### src/rtl/mem_arbiter.sv
// mem_arbiter: round-robin arbiter that lets an instruction-side and a
// data-side cache controller share one SRAM controller. It keeps at most one
// line transaction in flight and returns the response to the port that issued
// it. A saturating watchdog raises a sticky error if memory never completes.
module mem_arbiter #(
  parameter int ADDR_W  = 32,
  parameter int DATA_W  = 128,
  parameter int TIMEOUT = 255
) (
  input  logic                clk,
  input  logic                rst,
  input  logic [1:0]          req_valid,
  input  logic [1:0]          req_rw,
  input  logic [2*ADDR_W-1:0] req_addr,
  input  logic [2*DATA_W-1:0] req_wdata,
  output logic [1:0]          req_ready,
  output logic [DATA_W-1:0]   req_rdata,
  output logic                mem_valid,
  output logic                mem_rw,
  output logic [ADDR_W-1:0]   mem_addr,
  output logic [DATA_W-1:0]   mem_wdata,
  input  logic                mem_ready,
  input  logic [DATA_W-1:0]   mem_rdata,
  output logic                gnt_id,
  output logic                busy,
  output logic                err
);

  typedef enum logic [1:0] {
    ST_IDLE = 2'd0,
    ST_BUSY = 2'd1,
    ST_RESP = 2'd2
  } state_e;

  localparam logic [15:0] TIMEOUT_C = 16'(TIMEOUT);
  localparam logic [15:0] WD_MAX    = 16'hFFFF;

  state_e              state_q, state_d;
  logic                last_gnt_q, last_gnt_d;
  logic                gnt_q, gnt_d;
  logic                mem_valid_q, mem_valid_d;
  logic                mem_rw_q, mem_rw_d;
  logic [ADDR_W-1:0]   mem_addr_q, mem_addr_d;
  logic [DATA_W-1:0]   mem_wdata_q, mem_wdata_d;
  logic [1:0]          req_ready_q, req_ready_d;
  logic [DATA_W-1:0]   req_rdata_q, req_rdata_d;
  logic                busy_q, busy_d;
  logic                err_q, err_d;
  logic [15:0]         wd_q, wd_d;

  logic                pick_s;
  logic [15:0]         wd_inc_s;

  // Round-robin choice and saturating watchdog increment.
  always_comb begin
    if (req_valid == 2'b11) begin
      pick_s = ~last_gnt_q;
    end else begin
      pick_s = req_valid[1];
    end
    if (wd_q == WD_MAX) begin
      wd_inc_s = WD_MAX;
    end else begin
      wd_inc_s = wd_q + 16'd1;
    end
  end

  // Next-state and registered-output computation for the arbiter FSM.
  always_comb begin
    state_d     = state_q;
    last_gnt_d  = last_gnt_q;
    gnt_d       = gnt_q;
    mem_valid_d = 1'b0;
    mem_rw_d    = mem_rw_q;
    mem_addr_d  = mem_addr_q;
    mem_wdata_d = mem_wdata_q;
    req_ready_d = 2'b00;
    req_rdata_d = req_rdata_q;
    busy_d      = 1'b0;
    err_d       = err_q;
    wd_d        = wd_q;
    case (state_q)
      ST_IDLE: begin
        if (req_valid != 2'b00) begin
          state_d     = ST_BUSY;
          last_gnt_d  = pick_s;
          gnt_d       = pick_s;
          mem_rw_d    = req_rw[pick_s];
          mem_addr_d  = pick_s ? req_addr[2*ADDR_W-1:ADDR_W] : req_addr[ADDR_W-1:0];
          mem_wdata_d = pick_s ? req_wdata[2*DATA_W-1:DATA_W] : req_wdata[DATA_W-1:0];
          mem_valid_d = 1'b1;
          busy_d      = 1'b1;
          wd_d        = 16'd0;
        end else begin
          state_d = ST_IDLE;
        end
      end
      ST_BUSY: begin
        busy_d = 1'b1;
        if (mem_ready) begin
          // Completion: hand the line back and pulse the owner's ready next cycle.
          state_d     = ST_RESP;
          req_rdata_d = mem_rdata;
          req_ready_d = gnt_q ? 2'b10 : 2'b01;
        end else begin
          // Keep waiting; the watchdog only reports, it never aborts.
          mem_valid_d = 1'b1;
          wd_d        = wd_inc_s;
          err_d       = err_q | (wd_inc_s >= TIMEOUT_C);
        end
      end
      ST_RESP: begin
        // No grant here so the finishing requester cannot be served twice.
        state_d = ST_IDLE;
      end
      default: begin
        state_d = ST_IDLE;
      end
    endcase
  end

  // State and output registers with synchronous reset.
  always_ff @(posedge clk) begin
    if (rst) begin
      state_q     <= ST_IDLE;
      last_gnt_q  <= 1'b1;
      gnt_q       <= 1'b0;
      mem_valid_q <= 1'b0;
      mem_rw_q    <= 1'b0;
      mem_addr_q  <= '0;
      mem_wdata_q <= '0;
      req_ready_q <= 2'b00;
      req_rdata_q <= '0;
      busy_q      <= 1'b0;
      err_q       <= 1'b0;
      wd_q        <= 16'd0;
    end else begin
      state_q     <= state_d;
      last_gnt_q  <= last_gnt_d;
      gnt_q       <= gnt_d;
      mem_valid_q <= mem_valid_d;
      mem_rw_q    <= mem_rw_d;
      mem_addr_q  <= mem_addr_d;
      mem_wdata_q <= mem_wdata_d;
      req_ready_q <= req_ready_d;
      req_rdata_q <= req_rdata_d;
      busy_q      <= busy_d;
      err_q       <= err_d;
      wd_q        <= wd_d;
    end
  end

  assign req_ready = req_ready_q;
  assign req_rdata = req_rdata_q;
  assign mem_valid = mem_valid_q;
  assign mem_rw    = mem_rw_q;
  assign mem_addr  = mem_addr_q;
  assign mem_wdata = mem_wdata_q;
  assign gnt_id    = gnt_q;
  assign busy      = busy_q;
  assign err       = err_q;

endmodule

### config.mk
export PLATFORM = sky130hd
export DESIGN_NAME = mem_arbiter
export DESIGN_NICKNAME = d
export VERILOG_FILES = /design/src/rtl/mem_arbiter.sv
export SDC_FILE = /design/constraint.sdc
export NUM_CORES = 1
export LEC_CHECK = 0
export CORE_AREA = 2 2 289 291
export CTS_CLUSTER_SIZE = 12
export DETAILED_ROUTE_END_ITERATION = 16
export DIE_AREA = 0 0 291 293
export GPL_ROUTABILITY_DRIVEN = 0
export PLACE_DENSITY = 0.38
export SYNTH_ARGS = -nofsm -noshare
export SYNTH_HDL_FRONTEND = slang
export SYNTH_SLANG_ARGS = --single-unit
### constraint.sdc
create_clock -name clk -period 2 [get_ports clk]
set_input_delay 0.3 -clock clk [delete_from_list [all_inputs] [get_ports clk]]
set_output_delay 0.3 -clock clk [all_outputs]
set_load 0.01 [all_outputs]
==> flow_results.org, run 1 <==
** Outcome
- The flow ran to the end, and the final reports show no timing, DRC or antenna violations.

** CTS
- In this run, post-CTS repair resized a total of 0 instances.
- The tree is rooted in a clkbuf_16.
- Clock-pin slew was measured on the worst setup and hold paths at 0.06 ns.
- TritonCTS built the clock tree.
- The number of hold buffers added after CTS was 0.
- CTS max path bufs :: 3
- TritonCTS created 42 clock buffers.
- Once the clock tree was built, the setup fixing pass inserted 0 buffers.
- Maximum level of the CTS H-tree :: 2
- For this design, the sink count on the clock tree is 314.
- Skew-Pair Late Insertion Delay :: 0.56 ns

** Setup path
- Slowest Stage Delay on Critical Path :: 0.59 ns
- Largest fanout on the critical path :: 2
- The endpoint identified for the worst register-to-register timing path is err.
- In this run the register-to-register setup slack is 0.15 ns.
- The most critical setup path has its startpoint at mem_wdata[111].
- Reg-to-Reg Start :: wd_q[5]
- Traced cell by cell, the critical path runs through clkdlybuf4s50_1.
- At the worst endpoint, the arrival time is 1.58 ns.
- Required time at the endpoint of the critical path :: 1.70 ns
- Logic depth of the worst setup path including buffers :: 1
- Broken down by cell family, the worst path's largest delay share belongs to buffers and inverters.
- The critical path ends at mem_wdata[111].
- Total buffers and inverters traversed by the critical path :: 1
- Launching element type of the critical path :: register
- Cells on worst reg2reg path :: 6
- For this design, the slowest cell found on the critical path is clkdlybuf4s50_1.
- The worst setup path is of the register to output port kind.
- The worst setup path is captured at an output port.

** Pwr
- The internal portion of the total power is 0.0141 W.
- Net switching fraction of the power :: 0.266
- In this run the power spent charging and discharging nets is 0.00513 W.
- Peak supply drop :: 0.431 mV
- Combinational group share of total power :: 0.220
- Leakage power total :: 8.59 nW
- Clock Power Share :: 0.413
- Sequential share of power :: 0.367
- In this run the power density over the cells is 817 nW/um^2.

** STA
- Worst setup slack after layout :: 0.122 ns
- For the pin with the worst max-slew slack, the measured transition is 0.423 ns.
- Between clock sinks in the finished design, the worst skew comes to 0.0114 ns.
- Worst hold-check slack :: 0.0759 ns
- RSZ-0062 raised after global routing :: false
- The worst path in the final design needs a cycle of 1.88 ns, including I/O delays and setup.
- Headroom to the max-slew limit came out at 0.718.
- Share of the clock period used by the worst path after layout :: 0.939
- Total count of hold-check failures in the final report :: 0
- The max-slew violation count is 0.
- Timing would allow up to 533 MHz.
- Setup violations remaining at the end of the flow were counted as 0.

** Die
- In this run the horizontal extent of the chip is 291 microns.
- For this configuration, the core starts out at a cell density of 0.156.
- The floorplan step defined a die boundary enclosing 85300 sq um.
- Cell row count :: 105
- Die Y-Extent :: 293 microns
- In this run the count of I/O pins placed on the die edge is 750.
- In this run the standard cell core region covers 81800 sq um.

** Cells and area
- Fillers :: 8662
- Final std cell area, no fill :: 23600 sq um
- Registers take 6290 sq um.
- For this run, the number of standard cells in the final layout without fillers is 3316.
- Fraction of layout cells with a size suffix above 1 :: 0.0759
- Final net count :: 2665
- In the final layout, the multi-input gates occupy 5940 sq um.
- From synthesis to final layout, the design area changed by 84.5%.

** Synth
- Of the total synthesized cell area, the portion taken by full adders, half adders and majority gates is 0.000980.
- Syn Inst Count :: 1458
- Most frequently used cell type in the post-synthesis netlist :: dfxtp_1
- Count of warnings emitted by yosys :: 0
- Async set-reset flop share out of synthesis :: 0
- Largest family of logic cells by synthesized area :: compound AO/OA/AOI/OAI gates
- The commonest cells after synthesis are dfxtp_1, nand2_1, nor2_1, mux2i_1, a211oi_1.
- The largest total area in the synthesized netlist belongs to dfxtp_1.
- After synthesis, the mean cell area works out to 8.76 sq um.
- Yosys cell types :: 50
- Fraction of synthesized area in multiplexers :: 0.129
- Number of enable-type register cells in the synthesized netlist :: 0
- Area share of the largest cell type after synthesis :: 0.492
- Post-synth design cell area :: 12800 sq um
- Synth Area in Compound Gates :: 0.168
- Share of the synthesized netlist area taken by xor and xnor gates :: 0.00206
- Of the total synthesized cell area, the portion taken by AND, OR, NAND and NOR gates is 0.162.
- Top flip-flop cell by instance count after synthesis :: dfxtp_1
- After synthesis the netlist holds a flip-flop and latch count of 314.
- Synth top area cells :: dfxtp_1, mux2i_1, a211oi_1
- Register area share after synthesis :: 0.492
- The number of nets handed over by synthesis was 1914.

** Global routing
- Global-route total usage across every layer :: 0.139
- Grt ovf :: 0
- Wire length of the first global-routing pass :: 90.0 mm
- Initial antenna violation count :: 11
- Number of global-route vias before repair :: 13.5k
- Entering global routing, the biggest net connects 74 pins.

** Detailed routing
- In this run, the number of DRC markers left after iteration 0 of detailed routing was 452.
- Number of vias per cell :: 3.98
- The routed design has 62.0 mm of wire.
- Once detail routing completed, the nets flagged for antenna violations numbered 0.
- Total vias in the final route :: 13.2k
- For this run, design rule violations remaining after detail routing come to 0.
- First-pass iteration count of the detailed router :: 4
- Routed len/inst :: 18.7 microns

** Placed design
- Summing all placed instances gives a cell area of 22100 sq um.
- Once detailed placement completed, the half-perimeter wirelength came to 48.7 mm.
- In this run, placement finished with an instance count of 3235.
- Worst slack at placement :: -0.0696 ns
- Input and output buffers added on the ports amount to 749.

** Run
- Max capacitance violation total :: 0

** Hold path
- Worst min-delay path class :: primary input to register
## worst min-delay path by stage
stage	from	to	slack (ns)	depth (start not counted)
after global placement	req_rdata[13]	req_rdata[13]	0.44	2
after detailed placement	req_rdata[50]	req_rdata[50]	0.45	2
after global routing	rst	state_q[0]	0.05	2
after floorplan	last_gnt_q	last_gnt_q	0.44	1
after CTS	rst	state_q[0]	0.02	2
final	rst	state_q[0]	0.08	2
## stage by stage
| step | power, W | setup TNS, ns | utilization |
|---|---|---|---|
| 2_1_floorplan | 0.00874 | 0 | - |
| 3_3_place_gp | 0.0115 | -0.138 | 0.270 |
| 3_5_place_dp | 0.0115 | -0.709 | 0.270 |
| 4_1_cts | 0.0197 | 0 | 0.288 |
| 5_1_grt | 0.0202 | 0 | 0.288 |
| 6_report | 0.0193 | 0 | 0.288 |
## metal layers
layer	vias up	track usage	share of wire
met2	506	0.245	0.49
met5	-	0	0.00089
li1	6603	-	-
met3	71	0.0512	0.086
met1	6020	0.160	0.40
met4	10	0.0308	0.021
## cell families (layout without fill, tap and decap cells)
group | after synthesis | count (layout)
and+or+nand+nor | 503 | 503
AOI/OAI and AO/OA | 339 | 339
DFF | 314 | 314
muxes | 165 | 165
buffers and inverters | 133 | 916
xor gates and xnor gates | 3 | 3
adders and majority gates | 1 | 1
other | 0 | 5
## state kept, by name (all words and copies together) (netlist names)
register,flops
gnt_id,1
err,1
mem_addr,32
mem_rw,1
req_ready,2
busy,1
req_rdata,128
mem_wdata,128
mem_valid,1
wd_q,16
state_q,2
last_gnt_q,1
## layout make-up
cell class / count / share of cell area
inverters: 3 / 0.000478
repair buffers: 837 / 0.362
diodes: 5 / 0.000531
flip-flops and latches: 314 / 0.267
clock buffers: 61 / 0.0528
well taps: 1070 / 0.0568
multi-input cells: 1011 / 0.252
clock inverters: 15 / 0.00866
## power by group through the flow
stage                     Sequential (W)  Clock (W)  Combinational [W]
after floorplan                  0.00740          0            0.00135
after global placement           0.00719          0            0.00431
after detailed placement         0.00720          0            0.00431
after CTS                        0.00707    0.00834            0.00433
after global routing             0.00713    0.00850            0.00459
final                            0.00706    0.00796            0.00424
## layout by cell type (no fill, tap or decap), types with 2 or more instances in the layout
master,count
a211oi_1,161
a21oi_1,143
a22oi_1,2
a31oi_1,2
and2_1,4
and3_1,2
and4_1,3
buf_12,29
buf_4,59
bufinv_16,5
clkbuf_1,8
clkbuf_16,43
clkbuf_8,10
clkdlybuf4s50_1,748
clkinv_2,9
dfxtp_1,314
diode_2,5
inv_1,3
mux2i_1,163
nand2_1,264
nand3_1,7
nand4_1,6
nor2_1,186
nor2b_1,3
nor3_1,10
nor4_1,5
o21ai_0,19
o21ai_1,2
xnor2_1,2
Power figures use the tool's default switching activity.
==> run 2, diff against run 1 <==
==> constraint.sdc (replaced) <==
create_clock -name clk -period 1.8 [get_ports clk]
set_input_delay 0.27 -clock clk [delete_from_list [all_inputs] [get_ports clk]]
set_output_delay 0.27 -clock clk [all_outputs]
set_load 0.01 [all_outputs]
==> run 2 against run 1 <==
  * Combinational power rose by 9.0%
  * Sequential power up 11%
  * First-iteration DRC count fell by 14%
  * Via count is 1.5% higher
  * Hold slack worse by 0.026 ns
  * Clock power rose by 9.2%
  * Power increased by 9.8%
  * Highest routed layer unchanged
==> flow_results.org, run 2 (same netlist as run 1, synthesis figures left out) <==
** Setup path
- Logic depth of the worst setup path including buffers :: 1 (unchanged)
- The required time at the worst-slack endpoint was 1.53 ns (-0.17 ns).
- Endpoint type of the worst setup path :: output port
- The slowest stage of the critical path belongs to the cell clkdlybuf4s50_1.
- STA classifies the critical path startpoint as a register.
- Crit path DAT :: 1.47 ns (-0.11 ns)
- Largest fanout on the critical path :: 2 (unchanged)
- The number of cells on the worst reg-to-reg path was 7 (+1).
- The cell family contributing the most delay on the critical path is buffers and inverters.
- By startpoint and endpoint, the worst setup path is classified as register to output port.
- The critical path's largest stage delay came to 0.56 ns (-0.03 ns).
- The buffers plus inverters on the worst setup path was 1 (unchanged).
- Walking the worst path, the cells encountered are clkdlybuf4s50_1.

** Detailed routing
- Post-DRT Antenna Nets :: 0 (unchanged)
- Routed len/inst :: 18.6 microns (-0.51%)
- Total vias in the final route :: 13.4k (+1.5%)
- Post-Route WL :: 62.3 mm (+0.51%)
- The first-pass iteration count of the detailed router came to 4 (unchanged).
- Number of vias per cell :: 4.00 (+0.43%)
- Initial detailed-routing violation count :: 390 (-14%)
- The count of unresolved DRC violations after routing came to 0 (unchanged).

** Cells and area
- Leaving out fill and tap cells, the most frequent cell in the layout is clkdlybuf4s50_1.
- Synthesis-to-layout area growth :: 86.3%
- Final net count :: 2703 (+1.4%)
- Fraction of layout cells with a size suffix above 1 :: 0.0913 (+0.0155)
- Most frequent cells in the layout :: clkdlybuf4s50_1, dfxtp_1, nand2_1
- Core occupancy in the finished layout :: 0.291 (+0.00284)

** Pwr
- Sequential share of power :: 0.371 (+0.004)
- Clock Power Share :: 0.411 (-0.002)
- Overall power after layout :: 0.0212 W (+9.8%)
- Internal portion of total power :: 0.0155 W (+9.4%)
- The leakage power is 9.50 nW (+11%).
- The power per cell area is 889 nW/um^2 (+8.8%).
- The reported net switching power came to 0.00570 W (+11%).
- The portion of total power attributed to combinational logic came to 0.219 (about the same).
- The switching power share of the total was 0.269 (+0.00314).
- The largest vdd supply drop was 0.455 mV (+5.5%).

** STA
- The total negative setup slack is 0 ns (unchanged).
- The hold violation count in the final report is 0 (unchanged).
- The max-slew violation count was 0 (unchanged).
- The smallest clock period supported by the final layout is computed as 1.74 ns.
- Achievable clock frequency :: 575 MHz
- Setup repair after global routing could not meet its margin everywhere.
- The worst-margin pin slew was 0.506 ns (+0.0829 ns).
- Max Clock Skew :: 0.0145 ns (+0.00309 ns)
- The count of final setup violators is 0 (unchanged).
- Dividing the final minimum period by the clock period gives 0.967.
- Relative slew margins :: 0.659 (-0.0588)

** Run
- Max capacitance violation total :: 0 (unchanged)

** Die
- The horizontal die dimension is 291 microns (unchanged).
- The placement row count is 105 (unchanged).
- The area enclosed by the die boundary is 85300 sq um (unchanged).
- I/O pin cnt :: 750 (unchanged)
- The core footprint is 81800 sq um (unchanged).
- The starting utilization of the core area was 0.156 (unchanged).
- The die boundary height is 293 microns (unchanged).

** Outcome
- The run finished with clean final reports.

** CTS
- The clock transition at the register clock pins on the worst setup and hold paths after CTS came to 0.05 ns (about the same).
- The number of buffers on the longest clock path is 3 (unchanged).
- Clock tree from TritonCTS :: yes
- Clock buffer count from CTS :: 43 (+2.4%)
- The number of levels the H-tree was split into is 2 (unchanged).
- Clock sink count :: 314 (unchanged)
- The clock latency reported for the late side of the worst-skew pair is 0.56 ns (about the same).
- The tree is rooted in a clkbuf_16.

** Placed design
- Detailed Place HPWL :: 49.3 mm (+1.2%)
- The count of port buffers added during placement came to 749 (unchanged).

** Global routing
- Number of global-route vias before repair :: 13.7k (+1.4%)
- The maximum number of pins on one net before global-route repair is 56 (-24%).
- Global-route total usage across every layer :: 0.140 (+0.000527)
- Grt ovf :: 0 (unchanged)
- Wire length of the first global-routing pass :: 90.1 mm (+0.16%)
- Initial antenna violation count :: 11 (unchanged)

** Hold path
- Worst min-delay path class :: primary input to register
- Hold-critical path depth :: 2 (unchanged)
==> run 2: changes by cell type in the layout (fill, tap and decap cells not counted), sizes merged <==
cell	delta
clkinv	-4
clkbuf	+4
dlymetal6s2s	+31
diode	-2
dlygate4sd2	+72
clkdlybuf4s50	-103
bufinv	-1
buf	+37
==> run 2: through the flow <==
| step | hold WS (ns) | std cells | worst slack, ns | area (sq um) |
|---|---|---|---|---|
| global route | 0.0211 | 3348 | -0.00558 | 23800 |
| finish | 0.0500 | 3350 | 0.0595 | 23800 |
| floorplan | 0.406 | 1458 | 0.0149 | 12800 |
| global placement | 0.442 | 3271 | -0.320 | 22300 |
| CTS | 0.00635 | 3346 | 0.0000294 | 23700 |
| detailed placement | 0.446 | 3271 | -0.333 | 22300 |
==> run 2: power groups by stage <==
stage / clock [W] / combinational (W) / sequential (W)
after floorplan: 0 / 0.00149 / 0.00822
after global placement: 0 / 0.00482 / 0.00798
after detailed placement: 0 / 0.00483 / 0.00799
after CTS: 0.00911 / 0.00474 / 0.00785
after global routing: 0.00936 / 0.00503 / 0.00791
final: 0.00869 / 0.00462 / 0.00784
==> run 2: layout make-up <==
class	instances	area (sq um)
inverters	3	11.3
multi-input cells	1011	5980
well taps	1070	1340
fillers	8693	58100
diodes	3	7.51
flip-flops and latches	314	6290
clock buffers	65	1250
repair buffers	874	8750
clock inverters	10	165
==> run 2: worst paths after layout <==
path	slack (ns)	endpoint	from
max	0.06	mem_addr[29]	mem_addr[29]
min reg2reg	0.45	req_rdata[35]	req_rdata[35]
min	0.05	state_q[0]	rst
max reg2reg	0.10	wd_q[9]	wd_q[7]
==> run 2: per-layer routing <==
| metal | GRT usage | wire length [microns] | up-vias |
|---|---|---|---|
| li1 | - | - | 6660 |
| met1 | 0.153 | 23700 | 6117 |
| met2 | 0.248 | 30800 | 535 |
| met3 | 0.0595 | 6390 | 83 |
| met4 | 0.0349 | 1390 | 8 |
| met5 | 0 | 58 | - |
==> run 2: timing repair <==
action / CTS / global route
pin swaps: 0 / 5
buffers inserted: 0 / 1
endpoints found under the setup margin: 73 / 44
hold buffers: 0 / 0
gates resized for setup: 73 / 43
